File: src/rtl/seg7_pkg.sv
// Shared seven-segment constants, conversion FSM states and the BCD digit-count helper.
package seg7_pkg;

  localparam logic [6:0] SEG_BLANK = 7'b1111111;
  localparam logic [6:0] SEG_DASH  = 7'b0111111;

  // Active-low patterns, bit 0 = segment a, bit 6 = segment g
  localparam logic [6:0] SEG_DIGIT [0:9] = '{
    7'b1000000, 7'b1111001, 7'b0100100, 7'b0110000, 7'b0011001,
    7'b0010010, 7'b0000010, 7'b1111000, 7'b0000000, 7'b0010000
  };

  typedef enum logic [1:0] {
    IDLE  = 2'd0,
    SHIFT = 2'd1,
    LATCH = 2'd2
  } state_t;

  // Decimal digits needed for the largest width-bit value, i.e. ceil(width*log10(2))
  function automatic int unsigned bcd_digits(input int unsigned width);
    logic [63:0] v;
    int unsigned n;
    v = (64'd1 << width) - 64'd1;
    n = 0;
    for (int i = 0; i < 20; i++) begin
      if (v != 64'd0) begin
        v = v / 64'd10;
        n++;
      end
    end
    return n;
  endfunction

endpackage

File: src/rtl/bcd_to_seg7.sv
// Combinational BCD nibble to active-low seven-segment decode; non-decimal codes blank.
module bcd_to_seg7
  import seg7_pkg::*;
(
  input  logic [3:0] bcd,
  output logic [6:0] seg_c
);

  always_comb begin
    seg_c = SEG_BLANK;
    case (bcd)
      4'd0: seg_c = SEG_DIGIT[0];
      4'd1: seg_c = SEG_DIGIT[1];
      4'd2: seg_c = SEG_DIGIT[2];
      4'd3: seg_c = SEG_DIGIT[3];
      4'd4: seg_c = SEG_DIGIT[4];
      4'd5: seg_c = SEG_DIGIT[5];
      4'd6: seg_c = SEG_DIGIT[6];
      4'd7: seg_c = SEG_DIGIT[7];
      4'd8: seg_c = SEG_DIGIT[8];
      4'd9: seg_c = SEG_DIGIT[9];
      default: seg_c = SEG_BLANK;
    endcase
  end

endmodule

File: src/rtl/seq_bin_to_seg_display.sv
// Iterative double-dabble binary to BCD with registered seven-segment outputs.
// Define SEG_LZ_BLANK_EN to blank leading zero digits on the display.
module seq_bin_to_seg_display
  import seg7_pkg::*;
#(
  parameter int unsigned WIDTH  = 16,
  parameter int unsigned DIGITS = 4
) (
  input  logic                  clk,
  input  logic                  rst,
  input  logic                  in_valid,
  output logic                  in_ready,
  input  logic [WIDTH-1:0]      binary_in,
  output logic [7*DIGITS-1:0]   seg,
  output logic [4*DIGITS-1:0]   bcd_out,
  output logic                  overflow,
  output logic                  done
);

  localparam int unsigned NDIG = bcd_digits(WIDTH);
  localparam int unsigned NB   = (NDIG > DIGITS) ? NDIG : DIGITS;
  localparam int unsigned SRW  = 4*NB + WIDTH;
  localparam int unsigned CW   = $clog2(WIDTH + 1);

  state_t              state, state_nxt;
  logic [SRW-1:0]      sr, sr_nxt, sr_adj;
  logic [CW-1:0]       cnt, cnt_nxt;
  logic [4*DIGITS-1:0] bcd_res, bcd_nxt;
  logic [7*DIGITS-1:0] seg_dec, seg_nxt;
  logic                ovf_res, ovf_nxt, done_nxt;
  logic [DIGITS-1:0]   lz;

  assign in_ready = (state == IDLE);

  // After WIDTH shifts the binary field is empty and the BCD sits above it
  assign bcd_res = sr[WIDTH +: 4*DIGITS];

  for (genvar k = 0; k < DIGITS; k++) begin : g_dec
    bcd_to_seg7 u_dec (
      .bcd   (bcd_res[4*k +: 4]),
      .seg_c (seg_dec[7*k +: 7])
    );
  end

  always_comb begin
    ovf_res = 1'b0;
    for (int k = DIGITS; k < NB; k++) begin
      ovf_res = ovf_res | (sr[WIDTH + 4*k +: 4] != 4'd0);
    end
  end

`ifdef SEG_LZ_BLANK_EN
  always_comb begin : lz_blank
    logic nz;
    nz = 1'b0;
    lz = '0;
    for (int k = DIGITS - 1; k >= 1; k--) begin
      nz    = nz | (bcd_res[4*k +: 4] != 4'd0);
      lz[k] = ~nz;
    end
  end
`else
  assign lz = '0;
`endif

  // Add-3 correction on every nibble that will overflow past 9 once doubled
  always_comb begin
    sr_adj = sr;
    for (int k = 0; k < NB; k++) begin
      if (sr[WIDTH + 4*k +: 4] >= 4'd5) begin
        sr_adj[WIDTH + 4*k +: 4] = sr[WIDTH + 4*k +: 4] + 4'd3;
      end
    end
  end

  always_ff @(posedge clk) begin
    if (!rst) begin
      state    <= IDLE;
      sr       <= '0;
      cnt      <= '0;
      bcd_out  <= '0;
      seg      <= '1;
      overflow <= 1'b0;
      done     <= 1'b0;
    end else begin
      state    <= state_nxt;
      sr       <= sr_nxt;
      cnt      <= cnt_nxt;
      bcd_out  <= bcd_nxt;
      seg      <= seg_nxt;
      overflow <= ovf_nxt;
      done     <= done_nxt;
    end
  end

  always_comb begin
    state_nxt = state;
    sr_nxt    = sr;
    cnt_nxt   = cnt;
    bcd_nxt   = bcd_out;
    seg_nxt   = seg;
    ovf_nxt   = overflow;
    done_nxt  = 1'b0;
    case (state)
      IDLE: begin
        if (in_valid) begin
          sr_nxt    = SRW'(binary_in);
          cnt_nxt   = CW'(WIDTH);
          state_nxt = SHIFT;
        end
      end
      SHIFT: begin
        sr_nxt  = {sr_adj[SRW-2:0], 1'b0};
        cnt_nxt = cnt - CW'(1);
        if (cnt == CW'(1)) begin
          state_nxt = LATCH;
        end
      end
      LATCH: begin
        bcd_nxt  = bcd_res;
        ovf_nxt  = ovf_res;
        for (int k = 0; k < DIGITS; k++) begin
          seg_nxt[7*k +: 7] = ovf_res ? SEG_DASH : (lz[k] ? SEG_BLANK : seg_dec[7*k +: 7]);
        end
        done_nxt  = 1'b1;
        state_nxt = IDLE;
      end
      default: state_nxt = IDLE;
    endcase
  end

endmodule

File: config.mk
export PLATFORM = sky130hd
export DESIGN_NAME = seq_bin_to_seg_display
export DESIGN_NICKNAME = d
export VERILOG_FILES = /design/src/rtl/seg7_pkg.sv /design/src/rtl/bcd_to_seg7.sv /design/src/rtl/seq_bin_to_seg_display.sv
export SDC_FILE = /design/constraint.sdc
export NUM_CORES = 1
export LEC_CHECK = 0
export BUFFER_PORTS_ARGS = -buffer_cell sky130_fd_sc_hd__buf_2
export CAP_MARGIN = 10
export CORE_ASPECT_RATIO = 2
export CORE_MARGIN = 4
export CORE_UTILIZATION = 57
export CTS_CLUSTER_DIAMETER = 60
export DETAILED_ROUTE_END_ITERATION = 7
export GPL_TIMING_DRIVEN = 0
export PLACE_DENSITY = 0.84
export SYNTH_ARGS = -nofsm -noshare
export SYNTH_HDL_FRONTEND = slang
export SYNTH_HIERARCHICAL = 1
export SYNTH_SLANG_ARGS = --single-unit
File: constraint.sdc
create_clock -name clk -period 2.3 [get_ports clk]
set_input_delay 0.46 -clock clk [delete_from_list [all_inputs] [get_ports clk]]
set_output_delay 0.46 -clock clk [all_outputs]
set_load 0.01 [all_outputs]
After elaboration in Yosys (flattened, before gate mapping)
Memories as Yosys holds them, arrays and structs flattened. A register that Yosys moved wholly into a read port is not among the register bits.
Index checks and enable logic that the tools add are counted.
{"block": "totals", "regBits": 89, "romBits": 448, "output_inout_bits": 47, "n_memories": 4, "wordCells": 57}
{"name": "(no name shown)", "words": 16, "word_bits": 7, "read_ports": 1, "rd_clocked_by_memory_dff": 1, "wr": 0, "line": "bcd_to_seg7.sv:11", "rtl": "case (bcd)"}
{"name": "(no name shown)", "words": 16, "word_bits": 7, "read_ports": 1, "rd_clocked_by_memory_dff": 1, "wr": 0, "line": "bcd_to_seg7.sv:11"}
{"name": "(no name shown)", "words": 16, "word_bits": 7, "read_ports": 1, "rd_clocked_by_memory_dff": 1, "wr": 0, "line": "bcd_to_seg7.sv:11"}
{"name": "(no name shown)", "words": 16, "word_bits": 7, "read_ports": 1, "rd_clocked_by_memory_dff": 1, "wr": 0, "line": "bcd_to_seg7.sv:11"}
{"block": "op_classes", "n_addsub": 6, "n_mux": 25, "n_eq_ne": 5, "n_reduce_logical": 5, "magnitude_cmp": 5}
{"operator": "$pmux W36 S2", "n": 1}
{"operator": "$mux W4", "n": 12}
{"operator": "$mux W36", "n": 1}
{"operator": "$mux W7", "n": 4}
{"operator": "$ge A4 B3 Y1 const B", "n": 5}
{"operator": "$add A4 B2 Y4 const B", "n": 4}
{"operator": "$pmux W5 S2", "n": 1}
{"operator": "$eq A5 B1 Y1 const B", "n": 1}
{"operator": "$mux W5", "n": 1}
{"operator": "$sub A5 B1 Y5 const B", "n": 1}
{"operator": "$mux W2", "n": 2}
{"operator": "$ne A2 B2 Y1 const B", "n": 2}
{"operator": "$pmux W2 S2", "n": 1}
{"operator": "$reduce_and A2 Y1", "n": 2}
{"operator": "$reduce_bool A4 Y1", "n": 1}
{"operator": "$add A3 B2 Y3 const B", "n": 1}
{"operator": "$mux W3", "n": 1}
{"operator": "$eq A2 B1 Y1 const B", "n": 1}
{"operator": "$eq A2 B2 Y1 const B", "n": 1}
{"operator": "$logic_not A2 Y1", "n": 1}
{"operator": "$reduce_bool A2 Y1", "n": 1}
{"operator": "$mux W1", "n": 1}

Logic depth before layout (Yosys ltp)
Gate-level depths: netlist of the first run.
{"block": "depth", "depth_word": 5, "ltp_mapped": 7, "ltp_nobuf": 7}

By module
Netlist of the first run, hierarchy kept.
{"mod": "seq_bin_to_seg_display", "seq_area_each_um2": 1781.7, "area_per_inst_um2": 3849.9, "instances": 1, "cells_per_inst": 485}
{"mod": "bcd_to_seg7", "seq_area_each_um2": 0.0, "area_per_inst_um2": 210.2, "instances": 4, "cells_per_inst": 33}

Worst setup path after synthesis of the first run
Ideal clock, no wire load.
{"block": "synth_timing", "kind": "register -> register", "start": "reg sr[29]", "end": "reg sr[30]", "path_slack_ps": 682, "arrival_ps": 1550, "stages_incl_launch_ff": 7, "cell_sequence": "dfxtp_1 -> inv_1 -> ha_1 -> nand2b_1 -> a21oi_1 -> mux2_2 -> o21ai_1"}
{"block": "synth_via", "elab_chain_len": 3}
{"item": "start, declared", "line": "seq_bin_to_seg_display.sv:26", "rtl": "logic [SRW-1:0] sr, sr_nxt, sr_adj;"}
{"item": "start signal, assigned", "line": "seq_bin_to_seg_display.sv:87", "rtl": "sr <= sr_nxt;"}
{"item": "$add A4 B2 Y4 / $ge A4 B3 Y1 (equally long branches)", "line": "seq_bin_to_seg_display.sv:71, seq_bin_to_seg_display.sv:70"}
{"item": "$mux W4 (*)", "line": "seq_bin_to_seg_display.sv:70", "rtl": "if (sr[WIDTH + 4*k +: 4] >= 4'd5) begin"}
{"item": "$pmux W36 S2 (*)", "line": "seq_bin_to_seg_display.sv:104", "rtl": "case (state)"}
Mark *: on every way between the ends. The rest lies on a longest branch, timed or not.
A chain may end at the register's enable or synchronous reset.

Worst setup path after layout of the first run
{"block": "layout_timing", "start": "reg state[1]", "end": "out in_ready"}
{"block": "layout_via", "elab_chain_len": 1}
{"item": "start, declared", "line": "seq_bin_to_seg_display.sv:25", "rtl": "state_t state, state_nxt;"}
{"item": "start signal, assigned", "line": "seq_bin_to_seg_display.sv:86", "rtl": "state <= state_nxt;"}
{"item": "$logic_not A2 Y1", "line": "seq_bin_to_seg_display.sv:33", "rtl": "assign in_ready = (state == IDLE);"}
{"item": "end, declared", "line": "seq_bin_to_seg_display.sv:12", "rtl": "output logic in_ready,"}
Every way passes these cells.

==> results of run 1 <==
[power by group through the flow]
stage	sequential (uW)	combinational [uW]	clock, uW
4_1_cts	1630	279	1320
3_3_place_gp	1660	265	0
5_1_grt	1630	315	1390
6_report	1630	278	1320
2_1_floorplan	1650	196	0
3_5_place_dp	1660	276	0
[area by class of cell]
cell class / instances / area [um2]
well taps: 96 / 120
flip-flops and latches: 89 / 1780
fillers: 698 / 2610
inverters: 27 / 101
plain buffers: 41 / 228
clock buffers: 13 / 240
multi-input cells: 460 / 2580
clock inverters: 3 / 17.5
repair buffers: 64 / 320
[layout by cell type (no fill, tap or decap), types with 3 or more instances in the layout]
cell       Yosys  layout
xnor2_1        5       5
buf_6          5       5
nand3_1       29      29
o21ai_1       12      12
or2_1          4       4
a22o_1         3       3
xor2_1         4       4
nand2b_1      29      29
o21ai_0       30      30
a21oi_2        5       5
a31oi_1        4       4
clkbuf_1      11      15
nand2_1      101     101
a221o_1        4       4
or2b_1         4       4
inv_1         25      25
dfxtp_1       89      89
ha_1          33      33
clkbuf_16      0       9
nor3_1         6       6
o31ai_2        3       3
a21oi_1       56      56
o221ai_1      15      15
nor2_1        93      93
buf_2         23      87
[path summary, 6_finish.rpt]
| kind | from | end |
|---|---|---|
| worst max register to register | sr[29] | sr[30] |
| worst min-delay path | sr[33] | sr[33] |
| worst max-delay path | state[1] | in_ready |
| worst min register to register | sr[33] | sr[33] |
[routing by layer]
metal	share of wire, %	up-vias	global-route usage, %	wire, um
li1	-	2204	-	-
met1	36	2018	22.4	4100
met2	57	108	47.4	6380
met3	4.6	23	5.77	513
met4	2.5	0	11.2	277
met5	0	-	0	0
[critical path, cell delays in order (launching register included)]
cell	delay [ns]
dfxtp_1	0.44
buf_2	0.25
buf_2	0.25
nor2_1	0.05
buf_2	0.15
[state kept, by name, indices dropped and copies added, names as in the netlist]
register	cells
bcd_out	16
cnt	5
done	1
overflow	1
seg	28
sr	36
state	2
[kinds of logic after synthesis]
kind of cell / count (synthesis) / synth area share, %
compound gates: 139 / 18.1
xor+xnor: 9 / 1.68
fa+ha+maj: 33 / 8.80
buf+inv: 68 / 7.02
flops: 89 / 38.0
mux: 3 / 0.693
simple gates: 276 / 25.7
[metrics by stage]
step | setup WS [ns] | hold slack [ns] | cell area [um2] | total power, uW | util, %
global route | 0.238 | 0.475 | 5390 | 3340 | 67.4
CTS | 0.349 | 0.446 | 5390 | 3230 | 67.4
global placement | 0.548 | 0.439 | 5130 | 1920 | 64.1
finish | 0.346 | 0.447 | 5390 | 3220 | 67.4
floorplan | 0.682 | 0.425 | 4690 | 1850 | -
detailed placement | 0.507 | 0.438 | 5130 | 1930 | 64.1
==> metrics, run 1 <==
cell area after synthesis=0.00469 mm2; syn nets=669; overflow left after global routing=0; count of state elements after synthesis=89; wire length after detailed routing=11.3 mm; share of synthesized registers carrying an async set or reset=0%; total clock buffers created by CTS=9; maximum clock insertion buffer count=2; number of different library cells in the post-synthesis netlist=42; top cells by count, synth=101 x nand2_1, 93 x nor2_1, 89 x dfxtp_1; DRT antenna net count=0; initial antenna violation count=0; Pre-Repair DR Iteration Count=5; maximum fanout encountered on the critical timing path=10; IO Port Bufs=64; classification of the worst setup path=flip-flop to output pin; via density per instance=5.49; slew of the pin with the lowest slew margin=0.682 ns; synthesized area per cell=7.60 um2; Chip Width=72.1 um; fraction of final layout cells sized beyond drive strength 1=17.4%; final hold violations=0; number of global-route vias before repair=4,412; power density over the cells=598 mW/mm2; CTS H-tree depth=3; number of synthesized flops with an enable pin=0; # DRC=0; DRT iter0 DRCs=297; highest attainable clock frequency=512 MHz; Antenna diodes=0; clock tree root driver cell=clkbuf_16; Die Area=0.00983 mm2; area added between synthesis and finish=14.9%; clock period minus final worst setup slack=1.95 ns; cell count of the worst hold path=2; global-route wire length before repair=19.1 mm; Flop pwr share=50.5%; required time at the endpoint of the critical path=1.84 ns; Initial Utilization=58.6%; Post-CTS Hold Fix Bufs=0; switching power of the nets=796 uW; maximum number of pins on one net before global-route repair=14; Switching Fraction=24.7%; Setup Total Neg Slack=0 ns; area fraction of the dominant cell type after synthesis=38.0%; placed insts=777; worst reg2reg path depth=6; routability congestion estimate=0.824; half-perimeter wire length after detailed placement=8.57 mm; worst-skew pair later-pin latency=0.35 ns; global-route total usage across every layer=24.2%; Post-CTS Setup Inserts=0; Resized cells post-CTS=0; most frequently used cell type in the post-synthesis netlist=nand2_1; outcome=complete, no violations; final number of setup-violating endpoints=0; sequential share of the synthesized area=38.0%; commonest register cell after synthesis=dfxtp_1; Internal Power=2430 uW; per-cell routed wire length=14.2 um; share of the cycle needed by the critical path after routing=85.0%; worst vdd ir=438 uV; CTS tree=done; number of nets at the end of the flow=744; final max-slew violation count=0; Die Height=136 um; path class of the lowest-slack min-delay path=flip-flop to flip-flop; Yosys top cell by area=dfxtp_1; non-filler instance count after layout=793; Clock Sinks=89; Clock transition at path regs=0.06 ns; flop2flop setup slack=0.48 ns; crit path capture type=output pin; arrival time of data at the critical path endpoint=1.49 ns; I/O pin total=66; cells after synthesis=617; Std-Cell Core Area=0.00800 mm2; largest cells by area after synthesis=dfxtp_1 38%, ha_1 8.8%, nand2_1 8.1%; RSZ-0062 raised after global routing=no; reported max-cap violation count=0; slew margin rel.=54.5%; total number of yosys warnings=6; Comb power frac=8.6%; type of element launching the critical path=flip-flop; Post-Route Skew=0.00616 ns; clock share of power=40.9%; Leakage Power=0.00228 uW; standard-cell rows=46; vias post-DR=4,353
(Power assumes the default switching activity.)
==> run 2: changes to the inputs <==
ABC_AREA = 1   (was not set)
CORE_UTILIZATION = 56   (was 57)
PLACE_DENSITY = 0.83   (was 0.84)
clock period = 1.8 ns   (was 2.3 ns; I/O delays follow)
==> run 2 against run 1 <==
  * Clock skew fell by 0.0013 ns
  * Worst setup slack got worse by 0.17 ns
  * First-iteration DRC count fell by 18%
  * Critical endpoint is now seg[15]
  * Clock power rose by 42%
  * Total power rose by 33%
==> metrics, run 2 <==
commonest register cell after synthesis=dfxtp_1; Worst Setup Slack post-DPL=0.190 ns (-0.317 ns); global-route total usage across every layer=24.5% (+0.34 points); worst hold margin=0.277 ns (-0.170 ns); slew margin rel.=63.6% (+9.1 points); half-perimeter wire length after detailed placement=8.57 mm (about the same); Largest register FFs=36 (unchanged); most used cells in the layout excluding fill and tap cells=229 x nand2_1, 89 x dfxtp_1, 85 x nand3_1; fraction of final layout cells sized beyond drive strength 1=16.5% (-0.87 points); # fillers=706 (+1.1%); leading cell type in the layout, fill and taps excluded=nand2_1; outcome=complete, no violations; IO Port Bufs=64 (unchanged); Post-CTS Setup Inserts=0 (unchanged); count of state elements after synthesis=89 (unchanged); share of synthesized registers carrying an async set or reset=0% (unchanged); Leakage Power=0.00262 uW (+15%); via density per instance=5.40 (-1.6%); syn nets=713 (+6.6%); total clock buffers created by CTS=9 (unchanged); maximum fanout encountered on the critical timing path=10 (unchanged); Post-CTS Hold Fix Bufs=0 (unchanged); startpoint of the worst-slack reg-to-reg timing path=sr[32]; Post-Route Skew=0.00490 ns (-0.00127 ns); number of different library cells in the post-synthesis netlist=24 (-43%); required time at the endpoint of the critical path=2.03 ns (+0.19 ns); final hold violations=0 (unchanged); area added between synthesis and finish=16.0%; hold path startpoint=binary_in[0]; power density over the cells=803 mW/mm2 (+34%); CTS tree=done; Initial Utilization=57.6% (-1.0 points); final number of setup-violating endpoints=0 (unchanged); Final Worst Setup Slack=0.179 ns (-0.167 ns); Setup Total Neg Slack=0 ns (unchanged); # DRC=0 (unchanged); overflow left after global routing=0 (unchanged); Clock Sinks=89 (unchanged); Die Area=0.00983 mm2 (about the same); CTS H-tree depth=3 (unchanged); beginning of the critical path=sr[32]; clock period minus final worst setup slack=1.62 ns; DRT antenna net count=0 (unchanged); number of global-route vias before repair=4,356 (-1.3%); standard-cell rows=46 (unchanged); top cells by count, synth=229 x nand2_1, 89 x dfxtp_1, 85 x nand3_1; DRT iter0 DRCs=244 (-18%); synthesized area per cell=6.97 um2 (-8.3%); cell area after synthesis=0.00461 mm2 (-1.7%); largest reg by FF count=sr; arrival time of data at the critical path endpoint=1.85 ns (+0.36 ns); share of the cycle needed by the critical path after routing=90.1%; highest attainable clock frequency=617 MHz; vias post-DR=4,517 (+3.8%); registers with the highest flip-flop counts=sr x36, seg x28, bcd_out x16; per-cell routed wire length=13.7 um (-3.6%); reported max-cap violation count=0 (unchanged); type of element launching the critical path=flip-flop; Pre-Repair DR Iteration Count=6 (+1); number of nets at the end of the flow=788 (+5.9%); worst vdd ir=830 uV (+90%); number of synthesized flops with an enable pin=0 (unchanged); cells after synthesis=661 (+7.1%); initial antenna violation count=0 (unchanged); Resized cells post-CTS=0 (unchanged); most frequently used cell type in the post-synthesis netlist=nand2_1; multi-input combinational cell area=0.00239 mm2 (-7.5%); RSZ-0062 raised after global routing=no; Die Height=136 um (about the same); clock tree root driver cell=clkbuf_16; path class of the lowest-slack min-delay path=input port to flip-flop; area fraction of the dominant cell type after synthesis=38.7% (+0.67 points); Chip Width=72.2 um (about the same); Clock transition at path regs=0.06 ns (about the same); maximum clock insertion buffer count=2 (unchanged); I/O pin total=66 (unchanged); total number of yosys warnings=6 (unchanged); crit path capture type=flip-flop; final max-slew violation count=0 (unchanged); worst-skew pair later-pin latency=0.34 ns (about the same); sequential share of the synthesized area=38.7% (+0.67 points); routability congestion estimate=0.929 (+13%); FF/Latch Area=0.00178 mm2 (unchanged); wire length after detailed routing=11.5 mm (+1.6%); classification of the worst setup path=flip-flop to flip-flop; slew of the pin with the lowest slew margin=0.546 ns (-0.136 ns); Antenna diodes=0 (unchanged); maximum number of pins on one net before global-route repair=14 (unchanged); global-route wire length before repair=19.1 mm (-0.15%); Std-Cell Core Area=0.00800 mm2 (unchanged); largest cells by area after synthesis=dfxtp_1 39%, nand2_1 19%, nand3_1 9.2%; Yosys top cell by area=dfxtp_1
run 2: final cells by class:
cell class,count,share of cell area [%]
multi-input cells,477,44.7
flip-flops and latches,89,33.3
repair buffers,64,5.99
inverters,69,4.89
clock buffers,12,4.80
plain buffers,26,3.35
well taps,96,2.25
clock inverters,3,0.749
run 2: logic make-up (layout without fill, tap and decap cells):
| family | Yosys count | after routing | share of synthesized area [%] |
|---|---|---|---|
| flip-flops | 89 | 89 | 38.7 |
| adder cells (fa/ha/maj) | 33 | 33 | 8.96 |
| AND/OR/NAND/NOR | 361 | 361 | 33.1 |
| buffers and inverters | 95 | 174 | 9.55 |
| AO/OA/AOI/OAI | 83 | 83 | 9.74 |
run 2: power by group:
| part | switching [uW] | internal (uW) |
|---|---|---|
| combinational | 223 | 129 |
| sequential | 37.3 | 2030 |
| clock | 740 | 1140 |
run 2: routing by layer:
layer	share of wire (%)	wire length, um	global-route usage (%)
met1	37	4200	25.6
met4	3.8	438	15.2
met5	0	0	0
met3	6.0	684	5.03
met2	54	6130	43.6
run 2: worst paths after layout:
check / to / slack (ns) / depth (start not counted)
min: sr[0] / 0.28 / 3
min reg2reg: seg[14] / 0.47 / 2
max reg2reg: seg[15] / 0.18 / 8
max: seg[15] / 0.18 / 8
run 2: metrics by stage:
| step | area (um2) | utilization, % | instances | total power [uW] |
|---|---|---|---|---|
| 2_1_floorplan | 4610 | - | 661 | 2340 |
| 3_3_place_gp | 5050 | 63.1 | 821 | 2450 |
| 3_5_place_dp | 5050 | 63.1 | 821 | 2460 |
| 4_1_cts | 5350 | 66.8 | 836 | 4320 |
| 5_1_grt | 5350 | 66.8 | 836 | 4450 |
| 6_report | 5350 | 66.8 | 836 | 4300 |
run 2: critical path, stage by stage (launching register included):
cell	delay (ns)
dfxtp_1	0.33
inv_1	0.14
ha_1	0.16
nand2_1	0.06
nor2_2	0.28
nor2_2	0.09
nor2_4	0.21
buf_6	0.17
nand3_1	0.07
==> run 3: changes to the inputs <==
ABC_AREA = not set   (was 1)
CORE_UTILIZATION = 57   (was 56)
PLACE_DENSITY = 0.84   (was 0.83)
==> run 3 against run 2 <==
  * Global-route usage is 0.38 points lower
  * Design area grew 0.94%
  * Combinational power barely moved
  * Clock power down 10%
  * Highest routed layer unchanged
  * Flip-flop and latch count stayed put
  * Critical path depth shrank 5
  * Largest cell class unchanged
  * Sequential share of layout area decreased by 0.26 points
  * Count of clock-buffer cells in the layout rose by 1
  * First-iteration DRC count rose by 14%
==> metrics, run 3 (synthesis results as in run 1) <==
outcome=complete, no violations; met2 wire length=6.41 mm (+4.6%); Die Height=136 um (about the same); final max-slew violation count=0 (unchanged); flop2flop setup slack=0.15 ns (-0.03 ns); delay contributed by the slowest stage of the critical path=0.45 ns (+0.12 ns); CP cell instances=clkbuf_4 -> nor2_1 -> buf_2; RSZ-0062 raised after global routing=no; Design Power=4130 uW (-3.9%); vias post-DR=4,326 (-4.2%); most used cells in the layout excluding fill and tap cells=101 x nand2_1, 93 x nor2_1, 87 x dfxtp_1; slew margin rel.=55.5% (-8.1 points); crit path to=in_ready; routability congestion estimate=0.824 (-11%); Antenna diodes=0 (unchanged); power density over the cells=765 mW/mm2 (-4.8%); arrival time of data at the critical path endpoint=1.32 ns (-0.53 ns); global-route wire length before repair=19.0 mm (-0.22%); crit path capture type=output pin; Initial Utilization=58.6% (+1.0 points); # DRC=0 (unchanged); wire length after detailed routing=11.3 mm (-1.2%); standard-cell rows=46 (unchanged); via density per instance=5.47 (+1.2%); reported max-cap violation count=0 (unchanged); global-route total usage across every layer=24.2% (-0.38 points); worst vdd ir=567 uV (-32%); maximum clock insertion buffer count=2 (unchanged); per-cell routed wire length=14.3 um (+4.4%); largest reg by FF count=sr; path class of the lowest-slack min-delay path=input port to flip-flop; startpoint of the worst-slack reg-to-reg timing path=sr[17]; FF-to-FF End=sr[18]; classification of the worst setup path=flip-flop to output pin; DRT antenna net count=0 (unchanged); placed insts=777 (-5.4%); worst reg2reg path depth=6 (-2); half-perimeter wire length after detailed placement=8.57 mm (about the same); Pre-Repair DR Iteration Count=5 (-1); slew of the pin with the lowest slew margin=0.668 ns (+0.122 ns); routed length on met1=4.11 mm (-2.1%); number of global-route vias before repair=4,416 (+1.4%); leading cell type in the layout, fill and taps excluded=nand2_1; Std-Cell Core Area=0.00800 mm2 (unchanged); I/O pin total=66 (unchanged); clock period minus final worst setup slack=1.68 ns (+0.0557 ns); top routing layer used=met4; Worst Setup Slack post-DPL=0.00735 ns (-0.183 ns); Clock Sinks=89 (unchanged); slowest stage cell on the critical path=dfxtp_1; share of the cycle needed by the critical path after routing=93.2% (+3.1 points); area added between synthesis and finish=15.0%; number of nets at the end of the flow=742 (-5.8%); type of element launching the critical path=flip-flop; fraction of final layout cells sized beyond drive strength 1=18.0% (+1.5 points); initial antenna violation count=0 (unchanged); registers with the highest flip-flop counts=sr x36, seg x28, bcd_out x16; maximum number of pins on one net before global-route repair=20 (+6); IO Port Bufs=64 (unchanged); clock tree root driver cell=clkbuf_16; final hold violations=0 (unchanged); overflow left after global routing=0 (unchanged); Die Area=0.00983 mm2 (about the same); # fillers=695 (-1.6%); highest attainable clock frequency=596 MHz (-3.3%); Largest register FFs=36 (unchanged); non-filler instance count after layout=791 (-5.4%); Post-CTS Hold Fix Bufs=0 (unchanged); beginning of the critical path=state[1]; worst-skew pair later-pin latency=0.35 ns (about the same); final number of setup-violating endpoints=0 (unchanged); maximum fanout encountered on the critical timing path=19 (+9); Post-Route Skew=0.00499 ns (+0.0000933 ns); Setup Total Neg Slack=0 ns (unchanged); Final Worst Setup Slack=0.123 ns (-0.0557 ns); Leakage Power=0.00227 uW (-13%); Chip Width=72.1 um (about the same); Clock transition at path regs=0.06 ns (about the same); required time at the endpoint of the critical path=1.44 ns (-0.59 ns); DRT iter0 DRCs=279 (+14%); total clock buffers created by CTS=9 (unchanged); CTS H-tree depth=3 (unchanged); amount of wire on met3 after detailed routing=526 um (-23%); CTS tree=done
==> run 3: changes by cell type in the layout (fill, tap and decap cells not counted), sizes merged, moves of 10 or more <==
cell | before | now
nor2 | 32 | 95
nand2 | 233 | 102
o21ai | 30 | 42
nand4 | 10 | 0
o221ai | 0 | 15
nand3 | 85 | 29
nand2b | 0 | 29
inv | 69 | 27
a21oi | 41 | 61
==> run 3: per-stage QoR <==
stage | instance area [um2] | util [%] | hold WS (ns)
finish | 5400 | 67.5 | 0.392
global route | 5400 | 67.5 | 0.441
CTS | 5390 | 67.3 | 0.396
detailed placement | 5130 | 64.1 | 0.438
global placement | 5130 | 64.1 | 0.439
floorplan | 4690 | - | 0.425
==> run 3: cell type report <==
cell class	instances	area [um2]	area share, %
Multi-Input combinational cell	460	2590	48.0
Sequential cell	89	1780	33.1
Timing Repair Buffer	64	320	5.94
Clock buffer	13	240	4.45
Buffer	39	221	4.10
Tap cell	96	120	2.23
Inverter	27	101	1.88
Clock inverter	3	17.5	0.325
==> run 3: repair_timing <==
item / 4_1_cts / 5_1_grt
setup endpoints to repair: 2 / 6
gates resized for setup: 1 / 5
setup buffers: 0 / 0
pin swaps: 0 / 0
==> run 3: worst min-delay path by stage <==
stage / from / endpoint / depth (start not counted)
after floorplan: sr[33] / sr[33] / 2
after global placement: sr[33] / sr[33] / 2
after detailed placement: sr[33] / sr[33] / 2
after CTS: binary_in[9] / sr[9] / 5
after global routing: binary_in[9] / sr[9] / 5
final: binary_in[11] / sr[11] / 5
==> run 3: critical path, delay by kind of cell (launching register included) <==
family,cells,cell delay [ns]
buffers and inverters,2,0.46
DFF,1,0.45
and+or+nand+nor,1,0.06
==> run 3: report_power, final <==
group / total [uW] / switching [uW] / internal, uW
Sequential: 2080 / 49.8 / 2030
Clock: 1690 / 762 / 933
Combinational: 354 / 217 / 137
==> run 3: per-layer routing <==
layer / GRT usage, % / vias up
met2: 47.4 / 107
met1: 22.3 / 2005
met5: 0 / -
met3: 5.03 / 18
met4: 12.1 / 0
li1: - / 2196
